$ cat src/rtl/if_id_skid_stage.sv
// IF->ID pipeline stage: valid/ready handshake with a two-entry skid buffer
// so in_ready depends only on register state; supports flush and lane bubbles.
module if_id_skid_stage #(
    parameter int unsigned PC_W   = 32,
    parameter int unsigned INST_W = 32,
    parameter int unsigned LANES  = 2,
    parameter int unsigned CNT_W  = 16
) (
    input  logic                      clk,
    input  logic                      rst,
    input  logic                      flush,
    input  logic                      in_valid,
    output logic                      in_ready,
    input  logic [LANES-1:0]          in_lane_en,
    input  logic [LANES*PC_W-1:0]     in_pc,
    input  logic [LANES*INST_W-1:0]   in_inst,
    output logic                      out_valid,
    input  logic                      out_ready,
    output logic [LANES-1:0]          out_lane_en,
    output logic [LANES*PC_W-1:0]     out_pc,
    output logic [LANES*INST_W-1:0]   out_inst,
    output logic [1:0]                occ,
    output logic [CNT_W-1:0]          stall_cnt
);

    localparam int unsigned PCV_W  = LANES * PC_W;
    localparam int unsigned INSV_W = LANES * INST_W;
    localparam logic [CNT_W-1:0] CNT_MAX = '1;

    logic              m_valid, s_valid, m_valid_nxt, s_valid_nxt;
    logic [LANES-1:0]  m_en, s_en, m_en_nxt, s_en_nxt;
    logic [PCV_W-1:0]  m_pc, s_pc, m_pc_nxt, s_pc_nxt;
    logic [INSV_W-1:0] m_inst, s_inst, m_inst_nxt, s_inst_nxt;
    logic [PCV_W-1:0]  san_pc;
    logic [INSV_W-1:0] san_inst;
    logic [CNT_W-1:0]  stall_q;
    logic              acc;

    // Disabled lanes are captured as all-zero NOP bubbles
    for (genvar i = 0; i < LANES; i++) begin : g_san
        assign san_pc[i*PC_W +: PC_W]       = in_lane_en[i] ? in_pc[i*PC_W +: PC_W] : '0;
        assign san_inst[i*INST_W +: INST_W] = in_lane_en[i] ? in_inst[i*INST_W +: INST_W] : '0;
    end

    assign acc = in_valid & ~s_valid;

    // Next-state selection for main and skid entries
    always_comb begin
        m_valid_nxt = m_valid;
        m_en_nxt    = m_en;
        m_pc_nxt    = m_pc;
        m_inst_nxt  = m_inst;
        s_valid_nxt = s_valid;
        s_en_nxt    = s_en;
        s_pc_nxt    = s_pc;
        s_inst_nxt  = s_inst;
        if (flush) begin
            m_valid_nxt = 1'b0;
            m_en_nxt    = '0;
            m_pc_nxt    = '0;
            m_inst_nxt  = '0;
            s_valid_nxt = 1'b0;
            s_en_nxt    = '0;
            s_pc_nxt    = '0;
            s_inst_nxt  = '0;
        end else if (!s_valid) begin
            if (!m_valid || out_ready) begin
                m_valid_nxt = acc;
                m_en_nxt    = acc ? in_lane_en : '0;
                m_pc_nxt    = acc ? san_pc : '0;
                m_inst_nxt  = acc ? san_inst : '0;
            end else if (acc) begin
                s_valid_nxt = 1'b1;
                s_en_nxt    = in_lane_en;
                s_pc_nxt    = san_pc;
                s_inst_nxt  = san_inst;
            end
        end else if (out_ready) begin
            m_valid_nxt = s_valid;
            m_en_nxt    = s_en;
            m_pc_nxt    = s_pc;
            m_inst_nxt  = s_inst;
            s_valid_nxt = 1'b0;
            s_en_nxt    = '0;
            s_pc_nxt    = '0;
            s_inst_nxt  = '0;
        end
    end

    always_ff @(posedge clk) begin
        if (rst) begin
            m_valid <= 1'b0;
            m_en    <= '0;
            m_pc    <= '0;
            m_inst  <= '0;
            s_valid <= 1'b0;
            s_en    <= '0;
            s_pc    <= '0;
            s_inst  <= '0;
        end else begin
            m_valid <= m_valid_nxt;
            m_en    <= m_en_nxt;
            m_pc    <= m_pc_nxt;
            m_inst  <= m_inst_nxt;
            s_valid <= s_valid_nxt;
            s_en    <= s_en_nxt;
            s_pc    <= s_pc_nxt;
            s_inst  <= s_inst_nxt;
        end
    end

    // Saturating stall counter; survives flush, cleared only by reset
    always_ff @(posedge clk) begin
        if (rst) begin
            stall_q <= '0;
        end else if (m_valid && !out_ready && stall_q != CNT_MAX) begin
            stall_q <= stall_q + CNT_W'(1);
        end
    end

    assign in_ready    = ~s_valid;
    assign out_valid   = m_valid;
    assign out_lane_en = m_en;
    assign out_pc      = m_pc;
    assign out_inst    = m_inst;
    assign occ         = {1'b0, m_valid} + {1'b0, s_valid};
    assign stall_cnt   = stall_q;

endmodule

$ cat config.mk
export PLATFORM = sky130hd
export DESIGN_NAME = if_id_skid_stage
export DESIGN_NICKNAME = d
export VERILOG_FILES = /design/src/rtl/if_id_skid_stage.sv
export SDC_FILE = /design/constraint.sdc
export NUM_CORES = 1
export LEC_CHECK = 0
export ABC_AREA = 1
export BUFFER_PORTS_ARGS = -buffer_cell sky130_fd_sc_hd__clkbuf_2
export CAP_MARGIN = 15
export CORE_MARGIN = 2
export CORE_UTILIZATION = 57
export CTS_CLUSTER_SIZE = 30
export DETAILED_ROUTE_END_ITERATION = 10
export GPL_TIMING_DRIVEN = 0
export PLACE_DENSITY = 0.85
export SLEW_MARGIN = 20
export SYNTH_ARGS = -nofsm -noshare
export SYNTH_HDL_FRONTEND = slang
export SYNTH_SLANG_ARGS = --single-unit
$ cat constraint.sdc
create_clock -name clk -period 4.3 [get_ports clk]
set_input_delay 0.86 -clock clk [delete_from_list [all_inputs] [get_ports clk]]
set_output_delay 0.86 -clock clk [all_outputs]
set_load 0.02 [all_outputs]
Word-level counts from Yosys, hierarchy flattened. Index checks and enable logic that the tools add are counted.

Bits in registers: 278. Word-level logic and storage cells: 60. Output and inout port bits: 150. Input bits: 135.

Reduce and logical (&&, ||, !) cells: 10. Add/subtract/negate cells: 2. Mux-type cells: 34. Eq/ne operators: 3. Bitwise gates (word level): 2.

Operators with widths (number): 64-bit two-way mux (15); 32-bit two-way mux (4); 16-bit by 1-bit adder with 16-bit output, second input constant (1); 2-bit two-way mux (8); 16-bit != test, second input constant (1); 1-bit two-way mux (7); 2-bit != test, second input constant (2); 2-bit nonzero test (2); 3-bit AND reduction (1); 1-bit by 1-bit adder with 2-bit output (1); 1-bit logical AND (2); 1-bit logical NOT (2); 2-bit AND reduction (1); 2-bit OR reduction (1); 1-bit AND (1); 1-bit logical OR (1); 1-bit inverter (1).

Depth between registers and ports, before layout. Gate-level depths: netlist of the first run.

Word-level depth: 5. Gate-level depth with buffers: 11. Gate-level depth less buffers: 9.

Least setup slack after synthesis of the first run. No wires, ideal clock.

Path kind: input to register. Start: input out_ready. End: register s_pc[10]. Setup time: 0.143 ns. Data required time: 4.157 ns. Slack: 2.404 ns. Stages: 10. Arrival time: 1.752 ns. Cells stage by stage: inv_1 > nand2_2 > nor2_4 > inv_2 > nand2_1 > inv_2 > buf_6 > buf_8 > nand2_2 > a21oi_2.

Word-level cells in the longest chain between the ends: 3.

RTL lines: start, declared (RTL line 18) `input logic out_ready,`; 1-bit logical OR (RTL line 67) `if (!m_valid || out_ready) begin`; 2-bit != test (no line); 3-bit AND reduction (no line) *; end signal, assigned (RTL line 107) `s_pc <= s_pc_nxt;`; end, declared (RTL line 32) `logic [PCV_W-1:0] m_pc, s_pc, m_pc_nxt, s_pc_nxt;`.

Every way passes the cells marked *; elsewhere a longest branch is shown, timed or not. A chain may end at the register's enable or synchronous reset.

Worst setup path after layout of the first run.
Start: register m_valid (netlist: out_valid). End: output occ[0].

Word-level cells in the longest chain between the ends: 1.

RTL lines: start, declared (RTL line 30) `logic m_valid, s_valid, m_valid_nxt, s_valid_nxt;`; start signal, assigned (RTL line 101) `m_valid <= m_valid_nxt;`; 1-bit by 1-bit adder with 2-bit output (RTL line 126) `assign occ = {1'b0, m_valid} + {1'b0, s_valid};`; end, declared (RTL line 22) `output logic [1:0] occ,`.

No other way between the ends.

==> results_dict.tcl, run 1 <==
set metrics [dict create \
    crit_path_cell_trace "ha_1 -> clkbuf_2" \
    h-tree-depth 1 \
    min_from "s_pc[51]" \
    cts.clk_slew.worst_paths_ps 60 \
    grt_pass1_vias 10970 \
    crit_path_end_kind "output port" \
    final-seq-area_sq_um 5565 \
    period_share_pct 53.99 \
    gpl.final_weighted_congestion 0.9095 \
    ys_types 29 \
    worstSetupStartpoint "out_valid" \
    worstPathArrival_ps 1460 \
    grt.total_usage_pct 32.69 \
    fin_crit_ps 2321 \
    critical_path_class "flip-flop to output port" \
    hold-worst-slack_ps 458.2 \
    dp_slack_ps 1709 \
    cts_tree "yes" \
    wire_per_inst_um 18.23 \
    cap_viol_max_count 0 \
    fillCellCount 1589 \
    regToRegStartpoint "s_valid" \
    io_pins 285 \
    finalSetupTns_ps 0 \
    worstMarginPinSlew_ps 782.5 \
    multi_input_area_sq_um 4857 \
    clock_sinks 278 \
    cp_slowest_cell "dfxtp_1" \
    start_util_pct 57.89 \
    p_leak_nw 5.206 \
    critPathRequiredTime_ps 3440 \
    grt_pass1_wl_um 54690 \
    route.met3.wl_um 3796 \
    setup_violations 0 \
    overflow 0 \
    synth_warnings 0 \
    max_stage_delay_ps 490 \
    yosysSeqAreaShare_pct 49.56 \
    first_pass_iters 6 \
    ys_seq_elements 278 \
    die_area_sq_um 20840 \
    antenna_found_initial 2 \
    critPathMaxFanout 4 \
    hold_viol 0 \
    p_per_area_nw_per_um2 401.4 \
    cts_hold_buf 0 \
    dp_hpwl_um 25190 \
    drive_above_1_share_pct 24.68 \
    die_w_um 144.4 \
    status "finished, final reports clean" \
    layout_commonest_cell "clkbuf_2" \
    vias_per_cell 5.929 \
    grt_max_degree 14 \
    syn_to_final_growth_pct 24.03 \
    clockBufferDepth 3 \
    synth_edf_count 0 \
    core.rowCount 51 \
    clock_skew_ps 7.509 \
    synth_top_flop_cell "dfxtp_1" \
    dieHeight_um 144.4 \
    top_layer_used "met5" \
    wl_met2_um 16960 \
    synth_cells 1375 \
    avgSynthCellArea_sq_um 8.167 \
    relSlewSlack_pct 47.83 \
    async_flop_share_pct 0 \
    wl_met1_um 13950 \
    wl_um 36010 \
    drc_errors 0 \
    synthesis.nets 1512 \
    clk_latency_ps 540 \
    irDropWorstVdd_mv 0.3081 \
    drtIter0Drc 1093 \
    setup_slack_ps 1979 \
    r2r_slack_ps 2380 \
    nNetsFinal 1825 \
    critPathLaunchType "flip-flop" \
    antenna_left 0 \
    fmax_ghz 0.4308 \
    cts_resized 0 \
    hold_class "flip-flop to flip-flop" \
    rsz0062_at_grt "no" \
    vias 11710 \
    cts_setup_buffers 0 \
    core_area_sq_um 19400 \
    synth_area_sq_um 11230 \
    cts_buffers 28 \
    portBuffers 283 \
    clockRootBuffer "clkbuf_16" \
    mostFrequentLayoutCells "clkbuf_2 (283), dfxtp_1 (278), a21oi_1 (233)" \
    slew_violations 0 \
    diodes 0 \
    total_power_w 0.005591 \
]
## routing by layer
layer / global-route usage (%) / up-vias
li1: - / 5500
met1: 40.94 / 5453
met2: 54.83 / 647
met3: 7.914 / 107
met4: 12.16 / 2
met5: 0 / -
## state kept, by name (all words and copies together), names as in the netlist, 2 cells and up
name,cells
s_inst,64
out_inst,64
s_pc,64
out_lane_en,2
s_en,2
out_pc,64
stall_cnt,16
## metrics by stage
step | util, % | std cells | cell area, sq um
finish | 71.80 | 1975 | 13930
detailed placement | 66.90 | 1923 | 12980
global route | 71.80 | 1975 | 13930
global placement | 66.90 | 1923 | 12980
floorplan | - | 1375 | 11230
CTS | 71.80 | 1975 | 13930
## worst paths after layout
check / to / cells after the start
worst max register to register: out_inst[61] / 5
worst min-delay path: s_pc[51] / 2
worst max-delay path: occ[0] / 2
worst min register to register: s_pc[51] / 2
## critical path: cells and delay by family, from the launching register on
family                     cells  cell delay [ps]
DFF                            1              490
adders and majority gates      1              280
buffers and inverters          1              150
## cell families (layout without fill, tap and decap cells)
kind of cell / Yosys count / in the layout / synth area share, %
AND/OR/NAND/NOR: 419 / 419 / 16.18
AO/OA/AOI/OAI: 507 / 507 / 26.46
adder cells (fa/ha/maj): 2 / 2 / 0.2228
XOR/XNOR: 5 / 5 / 0.3900
flip-flops: 278 / 278 / 49.56
buffers and inverters: 164 / 499 / 7.187
## cell usage after synthesis, types with 2 or more instances
master / number / area [sq um]
o21ai_4: 2 / 32.53
a21oi_1: 233 / 1166
a22oi_1: 41 / 307.8
inv_1: 21 / 78.83
a31oi_1: 25 / 156.4
o21ai_0: 132 / 660.6
nor2_1: 37 / 138.9
inv_2: 6 / 22.52
nand2_2: 11 / 68.82
buf_4: 15 / 112.6
dfxtp_1: 278 / 5565
nor2_2: 2 / 12.51
buf_1: 5 / 18.77
nor2_4: 2 / 22.52
clkbuf_1: 70 / 262.8
nand3_1: 143 / 715.7
buf_6: 11 / 123.9
ha_1: 2 / 25.02
buf_2: 33 / 165.2
nand4_1: 3 / 18.77
a21oi_2: 10 / 87.58
clkinv_1: 2 / 7.510
xor2_1: 4 / 35.03
nand2_1: 219 / 822.0
a32oi_1: 64 / 560.5
## area by class of cell
type / instances / share of cell area [%]
sequential: 278 / 39.96
multi-input combinational: 933 / 34.87
timing repair buffer: 283 / 10.17
clock buffer: 45 / 6.216
buffer: 135 / 5.013
tap: 265 / 2.381
inverter: 29 / 0.7815
clock inverter: 7 / 0.6108
## power breakdown
| group | leakage, nW | internal [W] | total, W | switching, W |
|---|---|---|---|---|
| Combinational | 2.49 | 0.000148 | 0.000459 | 0.000310 |
| Clock | 0.472 | 0.00149 | 0.00249 | 0.00100 |
| Sequential | 2.25 | 0.00261 | 0.00264 | 0.0000235 |
No activity file was read; power rests on OpenSTA's default activity.
==> run 2, diff against run 1 <==
- CORE_UTILIZATION: 57 -> 48
- PLACE_DENSITY: 0.85 -> 0.76
- clock period: 4.3 -> 2.1 ns (I/O delays scaled with it)
==> results_dict.tcl, run 2 (synthesis results as in run 1) <==
set metrics [dict create \
    status "finished, final reports clean" \
    min_from "rst" \
    start_util_pct 49.30 \
    wire_per_inst_um 18.23 \
    first_pass_iters 6 \
    grt.busiest_layer "met2" \
    grt_pass1_wl_um 57130 \
    nNetsFinal 1826 \
    cts.clk_slew.worst_paths_ps 60 \
    setup_slack_ps 192.0 \
    clock_skew_ps 12.06 \
    grt_use_met1_pct 38.08 \
    worstMarginPinSlew_ps 735.9 \
    vias_per_cell 5.695 \
    grt_pass1_vias 10820 \
    clockRootBuffer "clkbuf_16" \
    crit_path_end_kind "flip-flop" \
    met3_usage_pct 6.608 \
    worstPathArrival_ps 2310 \
    critPathRequiredTime_ps 2500 \
    critical_path_class "flip-flop to flip-flop" \
    drive_above_1_share_pct 24.85 \
    stdcell_area_sq_um 14020 \
    reg2reg_to "out_inst[54]" \
    h-tree-depth 1 \
    critPathLaunchType "flip-flop" \
    mostFrequentLayoutCells "clkbuf_2 (283), dfxtp_1 (278), a21oi_1 (233)" \
    irDropWorstVdd_mv 0.6815 \
    setup_violations 0 \
    vias 11530 \
    dp_hpwl_um 26180 \
    cts_buffers 29 \
    drtIter0Drc 1126 \
    drc_errors 0 \
    wl_um 36920 \
    syn_to_final_growth_pct 24.88 \
    io_pins 285 \
    gpl.final_weighted_congestion 0.8868 \
    hold_class "input port to flip-flop" \
    cts_tree "yes" \
    fin_crit_ps 1908 \
    antenna_left 0 \
    slew_violations 0 \
    p_per_area_nw_per_um2 832.9 \
    worstSetupStartpoint "s_valid" \
    period_share_pct 90.86 \
    dieHeight_um 157.0 \
    antenna_found_initial 2 \
    grt.total_usage_pct 28.74 \
    p_leak_nw 5.221 \
    relSlewSlack_pct 50.94 \
    cts_resized 0 \
    grt_max_degree 14 \
    critPathMaxFanout 10 \
    regToRegStartpoint "s_valid" \
    hold-worst-slack_ps 102.6 \
    worstRegToRegCells 5 \
    cts_hold_buf 0 \
    dp_slack_ps -34.83 \
    core.rowCount 55 \
    postPlaceCellArea_sq_um 13040 \
    die_area_sq_um 24630 \
    core_area_sq_um 22780 \
    clockBufferDepth 3 \
    clk_latency_ps 540 \
    overflow 0 \
    r2r_slack_ps 190 \
    clock_sinks 278 \
    fillCellCount 2032 \
    rsz0062_at_grt "no" \
    layout_commonest_cell "clkbuf_2" \
    use_met2_pct 47.20 \
    cap_viol_max_count 0 \
    hold_viol 0 \
    portBuffers 283 \
    fmax_ghz 0.5241 \
    cts_setup_buffers 0 \
    worstHoldEndpoint "stall_cnt[4]" \
    whs_path_depth 2 \
    die_w_um 157.0 \
]
## run 2: changes by cell type in the layout (fill, tap and decap cells not counted), sizes merged
cell,previous run,this run
clkbuf,398,392
clkinv,7,10
bufinv,2,4
diode,0,2
clkinvlp,0,1
## run 2: through the flow
| stage | total power [W] | TNS (ps) | utilization (%) | instances |
|---|---|---|---|---|
| floorplan | 0.006018 | 0 | - | 1375 |
| global placement | 0.006430 | -64.04 | 57.24 | 1971 |
| detailed placement | 0.006438 | -34.83 | 57.24 | 1971 |
| CTS | 0.01168 | 0 | 61.54 | 2023 |
| global route | 0.01201 | 0 | 61.54 | 2023 |
| finish | 0.01168 | 0 | 61.57 | 2025 |
## run 2: critical path, stage by stage, from the launching register on
cell,delay (ps)
dfxtp_1,310
buf_4,180
o21ai_4,300
buf_2,360
clkbuf_1,440
a21oi_1,160
## run 2: where the power goes
part / switching [W] / total, W / internal, W
clock network: 0.00215 / 0.00534 / 0.00319
logic: 0.000634 / 0.000938 / 0.000303
registers: 0.0000466 / 0.00540 / 0.00535
total: 0.00284 / 0.0117 / 0.00885
## run 2: routing by layer
layer / share of wire (%) / wire [um]
met3: 8.7 / 3225
met5: 0 / 0
met1: 42 / 15450
met2: 46 / 17150
met4: 2.9 / 1085
## run 2: worst max-delay path by stage
stage,end,cells past startpoint
floorplan,stall_cnt[0],8
global placement,s_pc[32],5
detailed placement,s_pc[32],5
CTS,out_inst[54],5
global route,out_inst[54],5
finish,out_inst[54],5
## run 2: final cells by class
| cell class | instances | area (sq um) | area share (%) |
|---|---|---|---|
| Tap cell | 313 | 391.6 | 2.793 |
| Timing Repair Buffer | 283 | 1416 | 10.10 |
| Multi-Input combinational cell | 933 | 4857 | 34.64 |
| Sequential cell | 278 | 5565 | 39.69 |
| Clock buffer | 39 | 813.3 | 5.799 |
| Inverter | 29 | 108.9 | 0.7762 |
| Antenna cell | 2 | 5.005 | 0.03569 |
| Clock inverter | 13 | 167.7 | 1.196 |
| Buffer | 135 | 698.2 | 4.979 |
